## src/rtl/bus_pkg.sv

```systemverilog
// Shared types and helpers for the bus port endpoint: ID field width, broadcast ID,
// saturating counter type and the destination-ID extractor.
package bus_pkg;

  localparam int ID_W    = 8;
  localparam int PKT_MAX = 64;
  localparam logic [ID_W-1:0] BROADCAST = 8'hFF;

  typedef logic [15:0] sat_cnt_t;

  // Destination ID is the top ID_W bits of a pkt_w-bit packet (zero-extended to PKT_MAX).
  function automatic logic [ID_W-1:0] get_dest(input logic [PKT_MAX-1:0] pkt,
                                                input int unsigned pkt_w);
    return ID_W'(pkt >> (pkt_w - ID_W));
  endfunction

  function automatic sat_cnt_t sat_inc(input sat_cnt_t c);
    return (c == 16'hFFFF) ? c : c + 16'd1;
  endfunction

endpackage

```

## src/rtl/ep_fifo.sv

```systemverilog
// Show-ahead FIFO; write visible on empty/rdata one cycle later, head is 0 when empty.
// Write while full lands only if a read frees the slot on the same edge; read on empty is ignored.
module ep_fifo #(
  parameter int width = 16,
  parameter int depth = 16
) (
  input  logic             clk,
  input  logic             reset,
  input  logic             wr,
  input  logic [width-1:0] wdata,
  input  logic             rd,
  output logic [width-1:0] rdata,
  output logic             empty,
  output logic             full
);

  localparam int AW = $clog2(depth);
  localparam logic [AW:0] PTR_ONE = 1;

  logic [AW:0]      wr_ptr_q, wr_ptr_d;
  logic [AW:0]      rd_ptr_q, rd_ptr_d;
  logic [width-1:0] mem_q [depth];
  logic [width-1:0] mem_d [depth];
  logic             do_wr, do_rd;

  always_comb begin
    empty    = (wr_ptr_q == rd_ptr_q);
    // Pointers carry one extra MSB so equal indices with differing MSBs means full.
    full     = (wr_ptr_q[AW] != rd_ptr_q[AW]) &&
               (wr_ptr_q[AW-1:0] == rd_ptr_q[AW-1:0]);
    do_rd    = rd && !empty;
    do_wr    = wr && (!full || do_rd);
    wr_ptr_d = wr_ptr_q;
    rd_ptr_d = rd_ptr_q;
    mem_d    = mem_q;
    if (do_wr) begin
      mem_d[wr_ptr_q[AW-1:0]] = wdata;
      wr_ptr_d                = wr_ptr_q + PTR_ONE;
    end
    if (do_rd) begin
      rd_ptr_d = rd_ptr_q + PTR_ONE;
    end
    rdata = empty ? '0 : mem_q[rd_ptr_q[AW-1:0]];
  end

  always_ff @(posedge clk or posedge reset) begin
    if (reset) begin
      wr_ptr_q <= '0;
      rd_ptr_q <= '0;
    end else begin
      wr_ptr_q <= wr_ptr_d;
      rd_ptr_q <= rd_ptr_d;
    end
  end

  // Storage needs no reset: empty masks the head until an entry is written.
  always_ff @(posedge clk) begin
    mem_q <= mem_d;
  end

endmodule

```

## src/rtl/bus_port_endpoint.sv

```systemverilog
// Device-side bus port: TX FIFO toward the bus, ID-filtered RX FIFO toward the host.
// All outputs come from registered state; RX overflow and misroutes are counted, never stalled.
module bus_port_endpoint
  import bus_pkg::*;
#(
  parameter int          pckg_sz    = 16,
  parameter int          fifo_depth = 16,
  parameter logic [7:0]  my_id      = 8'd0,
  parameter logic [7:0]  broadcast  = BROADCAST
) (
  input  logic               clk,
  input  logic               reset,
  output logic               pndng,
  output logic [pckg_sz-1:0] D_pop,
  input  logic               pop,
  input  logic               push,
  input  logic [pckg_sz-1:0] D_push,
  input  logic               tx_wr,
  input  logic [pckg_sz-1:0] tx_data,
  output logic               tx_full,
  input  logic               rx_rd,
  output logic [pckg_sz-1:0] rx_data,
  output logic               rx_valid,
  output logic [15:0]        drop_cnt,
  output logic [15:0]        misroute_cnt,
  output logic               err_underrun
);

  logic            tx_empty, rx_empty, rx_full;
  logic            id_hit, rx_wr;
  logic [ID_W-1:0] dest;
  sat_cnt_t        drop_cnt_q, drop_cnt_d;
  sat_cnt_t        misroute_cnt_q, misroute_cnt_d;
  logic            err_underrun_q, err_underrun_d;

  ep_fifo #(.width(pckg_sz), .depth(fifo_depth)) u_tx_fifo (
    .clk   (clk),
    .reset (reset),
    .wr    (tx_wr),
    .wdata (tx_data),
    .rd    (pop),
    .rdata (D_pop),
    .empty (tx_empty),
    .full  (tx_full)
  );

  ep_fifo #(.width(pckg_sz), .depth(fifo_depth)) u_rx_fifo (
    .clk   (clk),
    .reset (reset),
    .wr    (rx_wr),
    .wdata (D_push),
    .rd    (rx_rd),
    .rdata (rx_data),
    .empty (rx_empty),
    .full  (rx_full)
  );

  always_comb begin
    dest   = get_dest(PKT_MAX'(D_push), pckg_sz);
    id_hit = (dest == my_id) || (dest == broadcast);
    // Full is judged before the edge, so a same-cycle rx_rd never makes room.
    rx_wr  = push && id_hit && !rx_full;

    drop_cnt_d     = drop_cnt_q;
    misroute_cnt_d = misroute_cnt_q;
    err_underrun_d = err_underrun_q || (pop && tx_empty);
    if (push && id_hit && rx_full) begin
      drop_cnt_d = sat_inc(drop_cnt_q);
    end
    if (push && !id_hit) begin
      misroute_cnt_d = sat_inc(misroute_cnt_q);
    end
  end

  always_ff @(posedge clk or posedge reset) begin
    if (reset) begin
      drop_cnt_q     <= '0;
      misroute_cnt_q <= '0;
      err_underrun_q <= 1'b0;
    end else begin
      drop_cnt_q     <= drop_cnt_d;
      misroute_cnt_q <= misroute_cnt_d;
      err_underrun_q <= err_underrun_d;
    end
  end

  assign pndng        = !tx_empty;
  assign rx_valid     = !rx_empty;
  assign drop_cnt     = drop_cnt_q;
  assign misroute_cnt = misroute_cnt_q;
  assign err_underrun = err_underrun_q;

endmodule

```

## config.mk

```make
export PLATFORM = sky130hd
export DESIGN_NAME = bus_port_endpoint
export DESIGN_NICKNAME = d
export VERILOG_FILES = /design/src/rtl/bus_pkg.sv /design/src/rtl/ep_fifo.sv /design/src/rtl/bus_port_endpoint.sv
export SDC_FILE = /design/constraint.sdc
export NUM_CORES = 1
export LEC_CHECK = 0
export CAP_MARGIN = 20
export CORE_ASPECT_RATIO = 0.75
export CORE_MARGIN = 1.5
export CORE_UTILIZATION = 60
export DETAILED_ROUTE_END_ITERATION = 8
export GPL_ROUTABILITY_DRIVEN = 0
export PLACE_DENSITY = 0.85
export SLEW_MARGIN = 10
export SYNTH_ARGS = -nofsm -noshare
export SYNTH_HDL_FRONTEND = slang
export SYNTH_SLANG_ARGS = --single-unit
export TNS_END_PERCENT = 30
```

## constraint.sdc

```tcl
create_clock -name clk -period 9.39 [get_ports clk]
set_input_delay 1.4085 -clock clk [delete_from_list [all_inputs] [get_ports clk]]
set_output_delay 1.4085 -clock clk [all_outputs]
set_load 0.02 [all_outputs]
```

Word level (Yosys, flattened, before mapping)
Cells that the tools add are included.
{ "totals": {"reg_bits": 565, "output_inout_bits": 68, "word_cells": 105} }
{ "op_classes": {"add_sub_neg": 6, "magnitude_cmp": 6, "n_eq_ne": 9, "n_mux": 14, "bitwise_logic": 6, "reduce_logical": 25} }
{ "ops": {"columns": ["cell", "n"], "rows": [
  ["256-bit bitwise mux", 2],
  ["16-bit binary-select mux with 4-bit select", 2],
  ["16-bit demux with 4-bit select", 2],
  ["16-bit 2-to-1 mux", 8],
  ["16-bit by 1-bit adder with 16-bit output (second input constant)", 2],
  ["16-bit equality test (second input constant)", 2],
  ["5-bit by 1-bit adder with 5-bit output (second input constant)", 4],
  ["5-bit >= comparator (second input constant)", 4],
  ["4-bit inverter with 5-bit output", 4],
  ["1-bit logical AND", 13],
  ["5-bit equality test", 2],
  ["5-bit by 1-bit < comparator with 1-bit output (second input constant)", 2],
  ["4-bit equality test", 2],
  ["8-bit equality test (second input constant)", 1],
  ["8-bit logical NOT", 1],
  ["1-bit logical NOT", 5],
  ["1-bit logical OR", 4],
  ["2-bit AND reduction", 2],
  ["1-bit inequality test", 2],
  ["1-bit inverter", 2]
]} }

Longest topological paths before layout
{ "depth": {"depth_word": 6, "mapped_depth": 9, "mapped_depth_nobuf": 7} }

By module
From an unflattened synthesis, not the netlist that was laid out.
{ "unflattened": {"hier_cells": 1091, "hier_area_um2": 22430.3} }
{ "by_module_without_submodules": {"columns": ["mod", "instances", "cells_each", "area_per_inst_um2", "seq_area_each_um2"], "rows": [
  ["ep_fifo (u_tx_fifo)", 1, 466, 10328.7, 7937.6],
  ["ep_fifo (u_rx_fifo)", 1, 466, 10326.2, 7937.6],
  ["bus_port_endpoint", 1, 159, 1775.5, 825.8]
]} }

Worst setup path after synthesis
No wires, ideal clock.
{ "synth_path": {"path_type": "input to register", "from": "in D_push[8]", "to": "reg u_rx_fifo.mem_q[208] (netlist name) (enable)", "t_arrival_ns": 3.583, "slack_ns": 5.398, "cell_stages": 5, "n_path_buf": 0, "cell_sequence": "nor4_1 nand2_1 a221oi_4 nand2_1 nor3_1"} }
{ "synth_between": {"elab_chain_cells": 5, "word_cells_on_any_way": 6, "cone_classes": "eq/ne (1); reduce/logical (5)"} }
{ "synth_lines": {"columns": ["element", "line_no", "rtl"], "rows": [
  ["start, declared", "bus_port_endpoint.sv:17", "input logic [pckg_sz-1:0] D_push,"],
  ["8-bit equality test or 8-bit logical NOT (tied branches)", "bus_port_endpoint.sv:60", "id_hit = (dest == my_id) || (dest == broadcast);"],
  ["1-bit logical OR (*)", "bus_port_endpoint.sv:60", null],
  ["1-bit logical AND (*) (2 in series)", "bus_port_endpoint.sv:62", "rx_wr = push && id_hit && !rx_full;"],
  ["1-bit logical AND (*)", "ep_fifo.sv:32", "do_wr = wr && (!full || do_rd);"],
  ["end signal, assigned", "ep_fifo.sv:58", "mem_q <= mem_d;"],
  ["end, declared", "ep_fifo.sv:22", "logic [width-1:0] mem_q [depth];"]
]} }
Mark *: on every way between the ends. The rest lies on a longest branch, timed or not.
A chain may end at the register's enable or synchronous reset.

Worst setup path in the final report
{ "layout_path": {"from": "reg u_rx_fifo.rd_ptr_q[1]", "to": "out rx_data[0]"} }
{ "layout_between": {"elab_chain_cells": 5, "word_cells_on_any_way": 6, "cone_classes": "eq/ne (1); mux (4); bitwise (1)"} }
{ "layout_lines": {"columns": ["element", "line_no", "rtl"], "rows": [
  ["start, declared", "ep_fifo.sv:21", "logic [AW:0] rd_ptr_q, rd_ptr_d;"],
  ["start signal, assigned", "ep_fifo.sv:52", "rd_ptr_q <= rd_ptr_d;"],
  ["4-bit inverter with 5-bit output (not written as such)", "ep_fifo.sv:43", "rdata = empty ? '0 : mem_q[rd_ptr_q[AW-1:0]];"],
  ["16-bit binary-select mux with 4-bit select", "ep_fifo.sv:43", null],
  ["16-bit 2-to-1 mux (not written as such) (2 in series)", "ep_fifo.sv:43", null],
  ["16-bit 2-to-1 mux (*)", "ep_fifo.sv:43", null],
  ["end, declared", "bus_port_endpoint.sv:22", "output logic [pckg_sz-1:0] rx_data,"]
]} }
Mark *: on every way between the ends. The rest lies on a longest branch, timed or not. The select of a mux whose other input is x is not followed.

==> impl_metrics.env <==
export IMPL_cts_setup_buffers=0
export IMPL_htreeDepth=2
export IMPL_min_period_ns=5.205
export IMPL_clk_latency_ns=0.58
export IMPL_worstSetupEndpointType="output pin"
export IMPL_fillers=2083
export IMPL_cp_top_family="buffers and inverters"
export IMPL_die_x_um=224.5
export IMPL_drtIter0Drc=1514
export IMPL_path_cells="buf_4 -> mux4_2 -> a22oi_1 -> a21oi_1 -> clkdlybuf4s50_1"
export IMPL_ios=106
export IMPL_cts_root_buf="clkbuf_16"
export IMPL_async_reset_ff_frac=0.09381
export IMPL_core_area_sq_um=36030
export IMPL_synth_seq_cells=565
export IMPL_synth_flop_cell="edfxtp_1"
export IMPL_hold_path_class="reg -> reg"
export IMPL_max_freq_mhz=192.1
export IMPL_drv_cap=0
export IMPL_cts_sinks=565
export IMPL_status="finished, final reports clean"
export IMPL_grtUsageTotal=0.2610
export IMPL_path_class="reg -> out"
export IMPL_rsz0062_at_grt="false"
export IMPL_synth_top_area_frac=0.6962
export IMPL_dr_pass1_iters=5
export IMPL_drive_gt1_frac=0.2075
export IMPL_grt_pass1_vias=11476
export IMPL_grt_pass1_wl_um=71840
export IMPL_setup_violations=0
export IMPL_finalClockSkew_ns=0.01700
export IMPL_max_stage_delay_ns=0.79
export IMPL_crit_required_ns=7.98
export IMPL_die_h_um=169.1
export IMPL_fin_util=0.7028
export IMPL_io_buffers=105
export IMPL_whs_ns=0.4864
export IMPL_crit_buf_inv=2
export IMPL_place_inst=1603
export IMPL_start_kind="flop"
export IMPL_rows=60
export IMPL_final_cell_mix="edfxtp_1, mux4_2, clkdlybuf4s50_1, a22oi_1, clkbuf_16"
export IMPL_worstMarginPinSlew_ns=1.197
export IMPL_path_max_fanout=49
export IMPL_area_growth_pct=14.68
export IMPL_ys_top_cells_by_area="edfxtp_1, mux4_2, dfrtp_1, a22oi_1, xnor2_1"
export IMPL_overflow=0
export IMPL_cts_tree="yes"
export IMPL_clk_pin_slew_ns=0.06
export IMPL_mappedNetlistNets=1127
export IMPL_peakVddDrop_mv=0.1631
export IMPL_postRouteWirelength_um=48200
export IMPL_synth_edf_count=512
export IMPL_final_nets=1249
export IMPL_netlist_area_sq_um=22080
export IMPL_multi_input_area_sq_um=5114
export IMPL_power_density_nw_per_um2=291.9
export IMPL_dp_hpwl_um=26500
export IMPL_syn_avg_cell_area_sq_um=20.50
export IMPL_synth_seq_area_share=0.7563
export IMPL_fin_cells=1699
export IMPL_synth_cell_type_count=39
export IMPL_wire_per_inst_um=28.37
export IMPL_antenna_left=0
export IMPL_synthCells=1077
export IMPL_hold_viol=0
export IMPL_cts_made_buffers=51
export IMPL_ctsResizeCount=0
export IMPL_tns_ns=0
export IMPL_finalCritPeriodShare=0.5544
export IMPL_vias_per_cell=6.614
export IMPL_seqCellArea_sq_um=16710
export IMPL_grt_start_max_net_pins=69
export IMPL_yosysWarningCount=0
export IMPL_start_util=0.6128
export IMPL_cts_max_path_buffers=3
export IMPL_final_common_cell="edfxtp_1"
export IMPL_grt_antenna_before_repair=0
export IMPL_cts_hold_buf=0
export IMPL_cp_slowest_cell="buf_4"
export IMPL_synth_top_area_cell="edfxtp_1"
export IMPL_leakage_nw=8.205
export IMPL_die_area_sq_um=37980
export IMPL_drc_errors=0
export IMPL_slew_headroom=0.2020
export IMPL_vias=11237
export IMPL_antenna_diode_count=0
export IMPL_critical_path_arrival_ns=3.80
export IMPL_finalMaxSlewViolations=0
## power by group
part / total, W / leakage, nW / internal [W] / switching (W)
clock network: 0.00200 / 0.778 / 0.00113 / 0.000863
registers: 0.00306 / 5.29 / 0.00292 / 0.000147
logic: 0.00233 / 2.14 / 0.00107 / 0.00126
## cells by family after synthesis
logic type	count (synthesis)	synth area share
flops	565	0.7563
mux	132	0.1326
compound gates	102	0.03161
fa+ha+maj	12	0.006799
simple gates	141	0.03496
buf+inv	67	0.01445
xor+xnor	58	0.02334
## layout make-up
cell class              count  share of cell area
inverters                   8            0.001186
multi-input cells         445              0.2019
clock inverters            19            0.006768
repair buffers            128             0.05138
flip-flops and latches    565              0.6598
clock buffers              69             0.05593
well taps                 465             0.02297
## sequential cells by signal (all words and copies together), names as in the netlist
name,count
drop_cnt,16
err_underrun,1
misroute_cnt,16
u_rx_fifo.mem_q,256
u_rx_fifo.rd_ptr_q,5
u_rx_fifo.wr_ptr_q,5
u_tx_fifo.mem_q,256
u_tx_fifo.rd_ptr_q,5
u_tx_fifo.wr_ptr_q,5
## Yosys cell counts, drive strengths merged, types with 5 or more instances
cell and number:
clkbuf 27, dfrtp 53, a21oi 32, a22oi 64, and2 5, mux4 128
edfxtp 512, nor2 28, xnor2 43, nand2 22, buf 32, nor2b 7
nor3 7, nand3 17, nand4 22, ha 12, and3 24, xor2 15
inv 8
## layer usage
layer	global-route usage	vias to the layer above	part of all wire
met2	0.4045	651	0.47
met5	0	-	0
li1	-	4660	-
met4	0.07003	0	0.022
met1	0.3912	5853	0.41
met3	0.04848	73	0.089
## stage by stage
step | total power, W | area [sq um] | setup WS, ns
after global routing | 0.007656 | 25330 | 3.896
final | 0.007392 | 25330 | 4.185
after floorplan | 0.004583 | 22080 | 5.398
after CTS | 0.007421 | 25190 | 4.051
after global placement | 0.005342 | 23600 | 4.634
after detailed placement | 0.005415 | 23600 | 4.433
## final timing paths
path,from,end,slack (ns),cells after the start
max,u_rx_fifo.rd_ptr_q[1],rx_data[0],4.18,5
min,err_underrun,err_underrun,0.49,1
max reg2reg,u_tx_fifo.rd_ptr_q[2],u_tx_fifo.mem_q[240],5.65,6
min reg2reg,err_underrun,err_underrun,0.49,1
max in group asynchronous,reset,u_rx_fifo.rd_ptr_q[1],7.60,3
min in group asynchronous,reset,misroute_cnt[6],1.23,2
## worst register-to-register path, stage by stage, from the launching register on
cell and delay, ns:
dfrtp_2 0.34, buf_4 0.72, xnor2_1 0.15, nand4_1 0.22, nor3_1 0.09, nor2b_1 0.74, and3_1 1.09
(Power assumes the default switching activity.)
